### config.mk
export PLATFORM = sky130hd
export DESIGN_NAME = buf_kernel_loader
export DESIGN_NICKNAME = d
export VERILOG_FILES = /design/src/rtl/buf_kernel_pkg.sv /design/src/rtl/loader_chksum.sv /design/src/rtl/buf_kernel_loader.sv
export SDC_FILE = /design/constraint.sdc
export NUM_CORES = 1
export LEC_CHECK = 0
export ABC_CLOCK_PERIOD_IN_PS = 2400
export BUFFER_PORTS_ARGS = -buffer_cell sky130_fd_sc_hd__buf_2
export CAP_MARGIN = 20
export CELL_PAD_IN_SITES_DETAIL_PLACEMENT = 0
export CELL_PAD_IN_SITES_GLOBAL_PLACEMENT = 1
export CORE_ASPECT_RATIO = 0.9
export CORE_UTILIZATION = 35
export CTS_BUF_LIST = sky130_fd_sc_hd__clkbuf_8
export CTS_CLUSTER_SIZE = 8
export DETAILED_ROUTE_END_ITERATION = 16
export PLACE_DENSITY = 0.88
export REMOVE_ABC_BUFFERS = 1
export SYNTH_ARGS = -nofsm -noshare
export SYNTH_HDL_FRONTEND = slang
export SYNTH_SLANG_ARGS = --single-unit
export TNS_END_PERCENT = 1
### constraint.sdc
create_clock -name clk -period 2.4 [get_ports clk]
set_input_delay 0.48 -clock clk [delete_from_list [all_inputs] [get_ports clk]]
set_output_delay 0.48 -clock clk [all_outputs]
set_load 0.01 [all_outputs]
### src/rtl/buf_kernel_pkg.sv
// Shared constants and loader state encoding for the kernel buffer path.
// Used by buf_kernel_loader and loader_chksum (LOADER_CHKSUM_EN build).
package buf_kernel_pkg;
  localparam int DATALEN   = 64;
  localparam int KERNWORDS = 512;
  localparam int SELWORDS  = 128;
  localparam int REPLLEN   = 4;
  localparam int CNTLEN    = 10;
  localparam int INDXLEN   = $clog2(KERNWORDS);
  localparam int PARAKRN   = 8;
  localparam int SELBITS   = PARAKRN * (REPLLEN + 1);

  typedef enum logic [2:0] {IDLE, KERN, SEL, CHK, FIN} ld_state_e;

  // Select words carry only PARAKRN packed fields; upper bits are zeroed.
  function automatic logic [DATALEN-1:0] sel_mask(input logic [DATALEN-1:0] w);
    sel_mask = '0;
    sel_mask[SELBITS-1:0] = w[SELBITS-1:0];
  endfunction
endpackage

### src/rtl/loader_chksum.sv
// XOR accumulator over accepted set words plus trailer compare.
// Instantiated by buf_kernel_loader only when LOADER_CHKSUM_EN is defined.
module loader_chksum
  import buf_kernel_pkg::*;
(
  input  logic               clk,
  input  logic               rst,
  input  logic               clr_i,
  input  logic               acc_en_i,
  input  logic               cmp_en_i,
  input  logic [DATALEN-1:0] data_i,
  output logic               chk_err_o
);
  logic [DATALEN-1:0] acc_q, acc_d;
  logic               err_q, err_d;

  always_comb begin
    acc_d = acc_q;
    err_d = err_q;
    if (clr_i) begin
      acc_d = '0;
      err_d = 1'b0;
    end else begin
      if (acc_en_i) acc_d = acc_q ^ data_i;
      if (cmp_en_i && (data_i != acc_q)) err_d = 1'b1;
    end
  end

  always_ff @(posedge clk) begin
    if (rst) begin
      acc_q <= '0;
      err_q <= 1'b0;
    end else begin
      acc_q <= acc_d;
      err_q <= err_d;
    end
  end

  assign chk_err_o = err_q;
endmodule

### src/rtl/buf_kernel_loader.sv
// Frames one kernel set (KERNWORDS kernel words, SELWORDS select words) from a
// valid/ready stream into registered write strobes. Optional LOADER_CHKSUM_EN adds an XOR trailer check.
module buf_kernel_loader
  import buf_kernel_pkg::*;
(
  input  logic               clk,
  input  logic               rst,
  input  logic               start,
  input  logic               s_valid,
  input  logic [DATALEN-1:0] s_data,
  input  logic               s_last,
  output logic               s_ready,
  output logic               invalid,
  output logic               iskern,
  output logic               issel,
  output logic [DATALEN-1:0] indata,
  output logic               busy,
  output logic               done,
  output logic               err
`ifdef LOADER_CHKSUM_EN
  ,
  output logic               chk_err
`endif
);
  ld_state_e          state_q, state_d;
  logic [CNTLEN-1:0]  cnt_q, cnt_d;
  logic               iskern_q, iskern_d;
  logic               issel_q, issel_d;
  logic [DATALEN-1:0] indata_q, indata_d;
  logic               busy_q, busy_d;
  logic               done_q, done_d;
  logic               err_q, err_d;
  logic               xfer, last_kern, last_sel;

  // Ready depends only on registered state, never on s_valid.
  assign s_ready   = (state_q == KERN) || (state_q == SEL) || (state_q == CHK);
  assign xfer      = s_valid & s_ready;
  assign last_kern = (cnt_q == CNTLEN'(KERNWORDS - 1));
  assign last_sel  = (cnt_q == CNTLEN'(SELWORDS - 1));

`ifdef LOADER_CHKSUM_EN
  logic ck_clr, ck_acc, ck_cmp;
`endif

  always_comb begin
    state_d  = state_q;
    cnt_d    = cnt_q;
    iskern_d = 1'b0;
    issel_d  = 1'b0;
    indata_d = indata_q;
    busy_d   = busy_q;
    done_d   = 1'b0;
    err_d    = err_q;
`ifdef LOADER_CHKSUM_EN
    ck_clr = 1'b0;
    ck_acc = 1'b0;
    ck_cmp = 1'b0;
`endif
    case (state_q)
      IDLE: begin
        if (start) begin
          state_d = KERN;
          cnt_d   = '0;
          err_d   = 1'b0;
          busy_d  = 1'b1;
`ifdef LOADER_CHKSUM_EN
          ck_clr  = 1'b1;
`endif
        end
      end
      KERN: begin
        if (xfer) begin
          if (s_last) begin
            state_d = IDLE;
            cnt_d   = '0;
            busy_d  = 1'b0;
            err_d   = 1'b1;
          end else begin
            iskern_d = 1'b1;
            indata_d = s_data;
`ifdef LOADER_CHKSUM_EN
            ck_acc   = 1'b1;
`endif
            if (last_kern) begin
              state_d = SEL;
              cnt_d   = '0;
            end else begin
              cnt_d = cnt_q + CNTLEN'(1);
            end
          end
        end
      end
      SEL: begin
        if (xfer) begin
`ifdef LOADER_CHKSUM_EN
          // The trailer carries s_last here, so any s_last in SEL is early.
          if (s_last) begin
`else
          if (s_last && !last_sel) begin
`endif
            state_d = IDLE;
            cnt_d   = '0;
            busy_d  = 1'b0;
            err_d   = 1'b1;
          end else begin
            issel_d  = 1'b1;
            indata_d = sel_mask(s_data);
`ifdef LOADER_CHKSUM_EN
            ck_acc   = 1'b1;
`endif
            if (last_sel) begin
              cnt_d = '0;
`ifdef LOADER_CHKSUM_EN
              state_d = CHK;
`else
              state_d = FIN;
              if (!s_last) err_d = 1'b1;
`endif
            end else begin
              cnt_d = cnt_q + CNTLEN'(1);
            end
          end
        end
      end
      CHK: begin
        if (xfer) begin
          state_d = FIN;
          if (!s_last) err_d = 1'b1;
`ifdef LOADER_CHKSUM_EN
          ck_cmp  = 1'b1;
`endif
        end
      end
      FIN: begin
        state_d = IDLE;
        done_d  = 1'b1;
        busy_d  = 1'b0;
      end
      default: state_d = IDLE;
    endcase
  end

  always_ff @(posedge clk) begin
    if (rst) begin
      state_q  <= IDLE;
      cnt_q    <= '0;
      iskern_q <= 1'b0;
      issel_q  <= 1'b0;
      indata_q <= '0;
      busy_q   <= 1'b0;
      done_q   <= 1'b0;
      err_q    <= 1'b0;
    end else begin
      state_q  <= state_d;
      cnt_q    <= cnt_d;
      iskern_q <= iskern_d;
      issel_q  <= issel_d;
      indata_q <= indata_d;
      busy_q   <= busy_d;
      done_q   <= done_d;
      err_q    <= err_d;
    end
  end

`ifdef LOADER_CHKSUM_EN
  loader_chksum u_chksum (
    .clk       (clk),
    .rst       (rst),
    .clr_i     (ck_clr),
    .acc_en_i  (ck_acc),
    .cmp_en_i  (ck_cmp),
    .data_i    (s_data),
    .chk_err_o (chk_err)
  );
`endif

  assign iskern  = iskern_q;
  assign issel   = issel_q;
  assign invalid = iskern_q | issel_q;
  assign indata  = indata_q;
  assign busy    = busy_q;
  assign done    = done_q;
  assign err     = err_q;
endmodule
==> metrics.txt <==
share of cells above drive strength 1 0.3165; Rows 33; leakage power 0.001925 uW; Buffers on Ports 139; synth unique cells 48; Crit Reg-Reg Endpoint err$_SDFFE_PP0P_; vias per cell 5.034; WHS 0.3523 ns; routed len/inst 13.32 um; Async SR Flop Fraction 0; CTS resizes 0; Die H 95.77 um; H-tree depth 3; Worst Hold Class primary input to flop; Clock Sinks 82; unrepaired setup endpoints after global routing no; crit path kind flop to flop; clk buf depth 2; critical path launch point type flop; Die Span X between 100 and 150 um; die area 10,170 um^2; WHS Path Cells 3; Vias roughly 3,400; post-route non-filler standard cell count 675; Worst Hold Endpoint indata[53]$_SDFFE_PP0P_; largest net degree at the start of global routing 65; Worst R2R Setup Slack approximately 0.38 ns; Hold Vio Cnt, Final 0; Max Slew Vio Count 0; area grow syn2layout 31.36%; drt first pass iters 4; Clock Skews 0.01203 ns; Final setup viols 0; CTS tree done; core area 9290 um^2; number of synthesized flops with an enable pin 0; dpl hpwl 6383 um; sequential cell area fraction in the yosys report 0.4801; first-pass GRT wire length 14,260 um; WL final about 9000 um; worst setup margin 0.3798 ns; Starting Density 0.3681; number of DRC markers in iteration 0 225; Worst Path Arrival 2.26 ns; Congestion Overflow GR 0; period utilization 0.8417; crit path launch cnt_q[0]$_SDFFE_PP0P_; reg2reg path depth 6; hold_buf cts 0; Max-slew headroom 0.3747; status finished clean; yosys warns 0; GP Congestion ~0.82; minimum clock period 2.020 ns; worst-path maximum fanout 7; Clock Pin Slew Worst Setup and Hold Paths 0.09 ns; worst slack, placed between 0.3 and 0.4 ns; critical path endpoint category flop; later-pin clock latency in the skew report 0.34 ns; pwr dens 675.5 nW/um^2; Worst EP required between 2 and 3 ns; ys flop type dfxtp_1; Worst Tran Pin Value 0.9368 ns; VDD IR max about 0.34 mV; #FFs+latches synth slightly above 80; syn_area_per_cell 8.122 um^2; antenna violations before repair 0; Routed Antenna Nets 0; Peak Freq 495.0 MHz; vias in the first global route between 3,000 and 4,000; Setup Buffers After CTS 0; Num CTS Buffers 9; GRT Overall Usage 0.1763; Mapped Area 3420 um^2; layout net count 619; DRC Markers 0; dpl cells 660; Cells after Synth 421; Hold Startpoint s_data[53]; clock root cell clkbuf_8; I/O pins 140; FF-to-FF Start cnt_q[0]$_SDFFE_PP0P_; Max-cap violations 0; diode count 0
[worst max-delay path, cell delays in order, from the launching register on]
cell and delay [ns]:
dfxtp_1 0.38, ha_1 0.28, and3b_1 0.23, nand3_1 0.21, a211oi_1 0.38, o21ai_0 0.16, a32o_1 0.28
[cells in the final DEF (no fill, tap or decap), drive strengths merged, types with 3 or more instances in the layout]
cell,netlist,routed
mux2i,4,4
inv,4,6
a22oi,3,3
bufinv,0,4
a2bb2oi,3,3
nor2b,4,4
clkbuf,23,9
nand2,78,78
buf,12,152
a211oi,3,3
nor3,3,3
and3,3,3
a31oi,3,3
o21ai,70,70
nor2,13,13
nand3,31,31
nand4,3,3
nand3b,3,3
dfxtp,82,82
a21oi,49,49
[stage by stage]
step	utilization	power, uW	setup TNS [ns]	area, um^2
floorplan	-	1593	-36.61	3246
global placement	0.4554	1763	0	4230
detailed placement	0.4554	1767	0	4230
CTS	0.4835	3080	0	4492
global route	0.4835	3181	0	4492
finish	0.4835	3034	0	4492
[synth_stat cells (2+ instances only)]
cell,number,area (um^2)
clkbuf_2,5,25.02
nand2_1,78,292.8
o221a_2,2,22.52
clkbuf_1,18,67.56
inv_1,4,15.01
and3_1,3,18.77
nor3_1,2,10.01
a2bb2oi_1,3,26.28
dfxtp_1,82,1642
a22oi_1,3,22.52
nand3_1,31,155.2
o21ai_0,68,340.3
buf_2,8,40.04
a21oi_1,48,240.2
a31oi_1,3,18.77
nor2_1,13,48.80
nand4_1,3,18.77
a211oi_1,3,22.52
o2bb2ai_1,2,17.52
and2_1,2,12.51
nand3b_1,3,22.52
buf_6,3,33.78
nor2b_1,4,25.02
a32o_1,2,20.02
and4_1,2,17.52
mux2i_1,4,40.04
[power by group]
group | switching (uW) | total [uW] | leakage [uW] | internal (uW)
sequential | 24.5 | 1430 | 0.000665 | 1400
combinational | 178 | 305 | 0.00113 | 127
clock | 504 | 1300 | 0.000130 | 799
total | 706 | 3030 | 0.00193 | 2330
[worst max path at each step]
stage | slack (ns) | endpoint
6_report | 0.38 | err$_SDFFE_PP0P_
4_1_cts | 0.37 | err$_SDFFE_PP0P_
2_1_floorplan | -0.64 | indata[40]$_SDFFE_PP0P_
5_1_grt | 0.12 | err$_SDFFE_PP0P_
3_3_place_gp | 0.43 | err$_SDFFE_PP0P_
3_5_place_dp | 0.38 | indata[25]$_SDFFE_PP0P_
[state kept, by name (all words and copies together) (netlist names)]
name     count
state_q      3
cnt_q       10
done         1
err          1
busy         1
indata      64
iskern       1
issel        1
[metal layers]
metal | track usage | part of all wire | up-vias
met1 | 0.2255 | 0.47 | 1548
met2 | 0.2927 | 0.46 | 112
met5 | 0 | 0 | -
li1 | - | - | 1730
met3 | 0.04265 | 0.066 | 8
met4 | 0.06019 | 0.012 | 0
[cell type report]
cell class              instances  area [um^2]
clock buffers                   9        123.9
clock inverters                 6        137.6
fillers                       930         4798
inverters                       4        15.01
multi-input cells             300         1603
flip-flops and latches         82         1642
well taps                     122        152.6
repair buffers                152        818.3
[cells by family after synthesis]
group	share of synthesized area
buf+inv	0.05525
mux	0.01171
xor+xnor	0.002562
simple gates	0.2038
fa+ha+maj	0.003658
compound gates	0.2430
flops	0.4801
(Power assumes the default switching activity.)
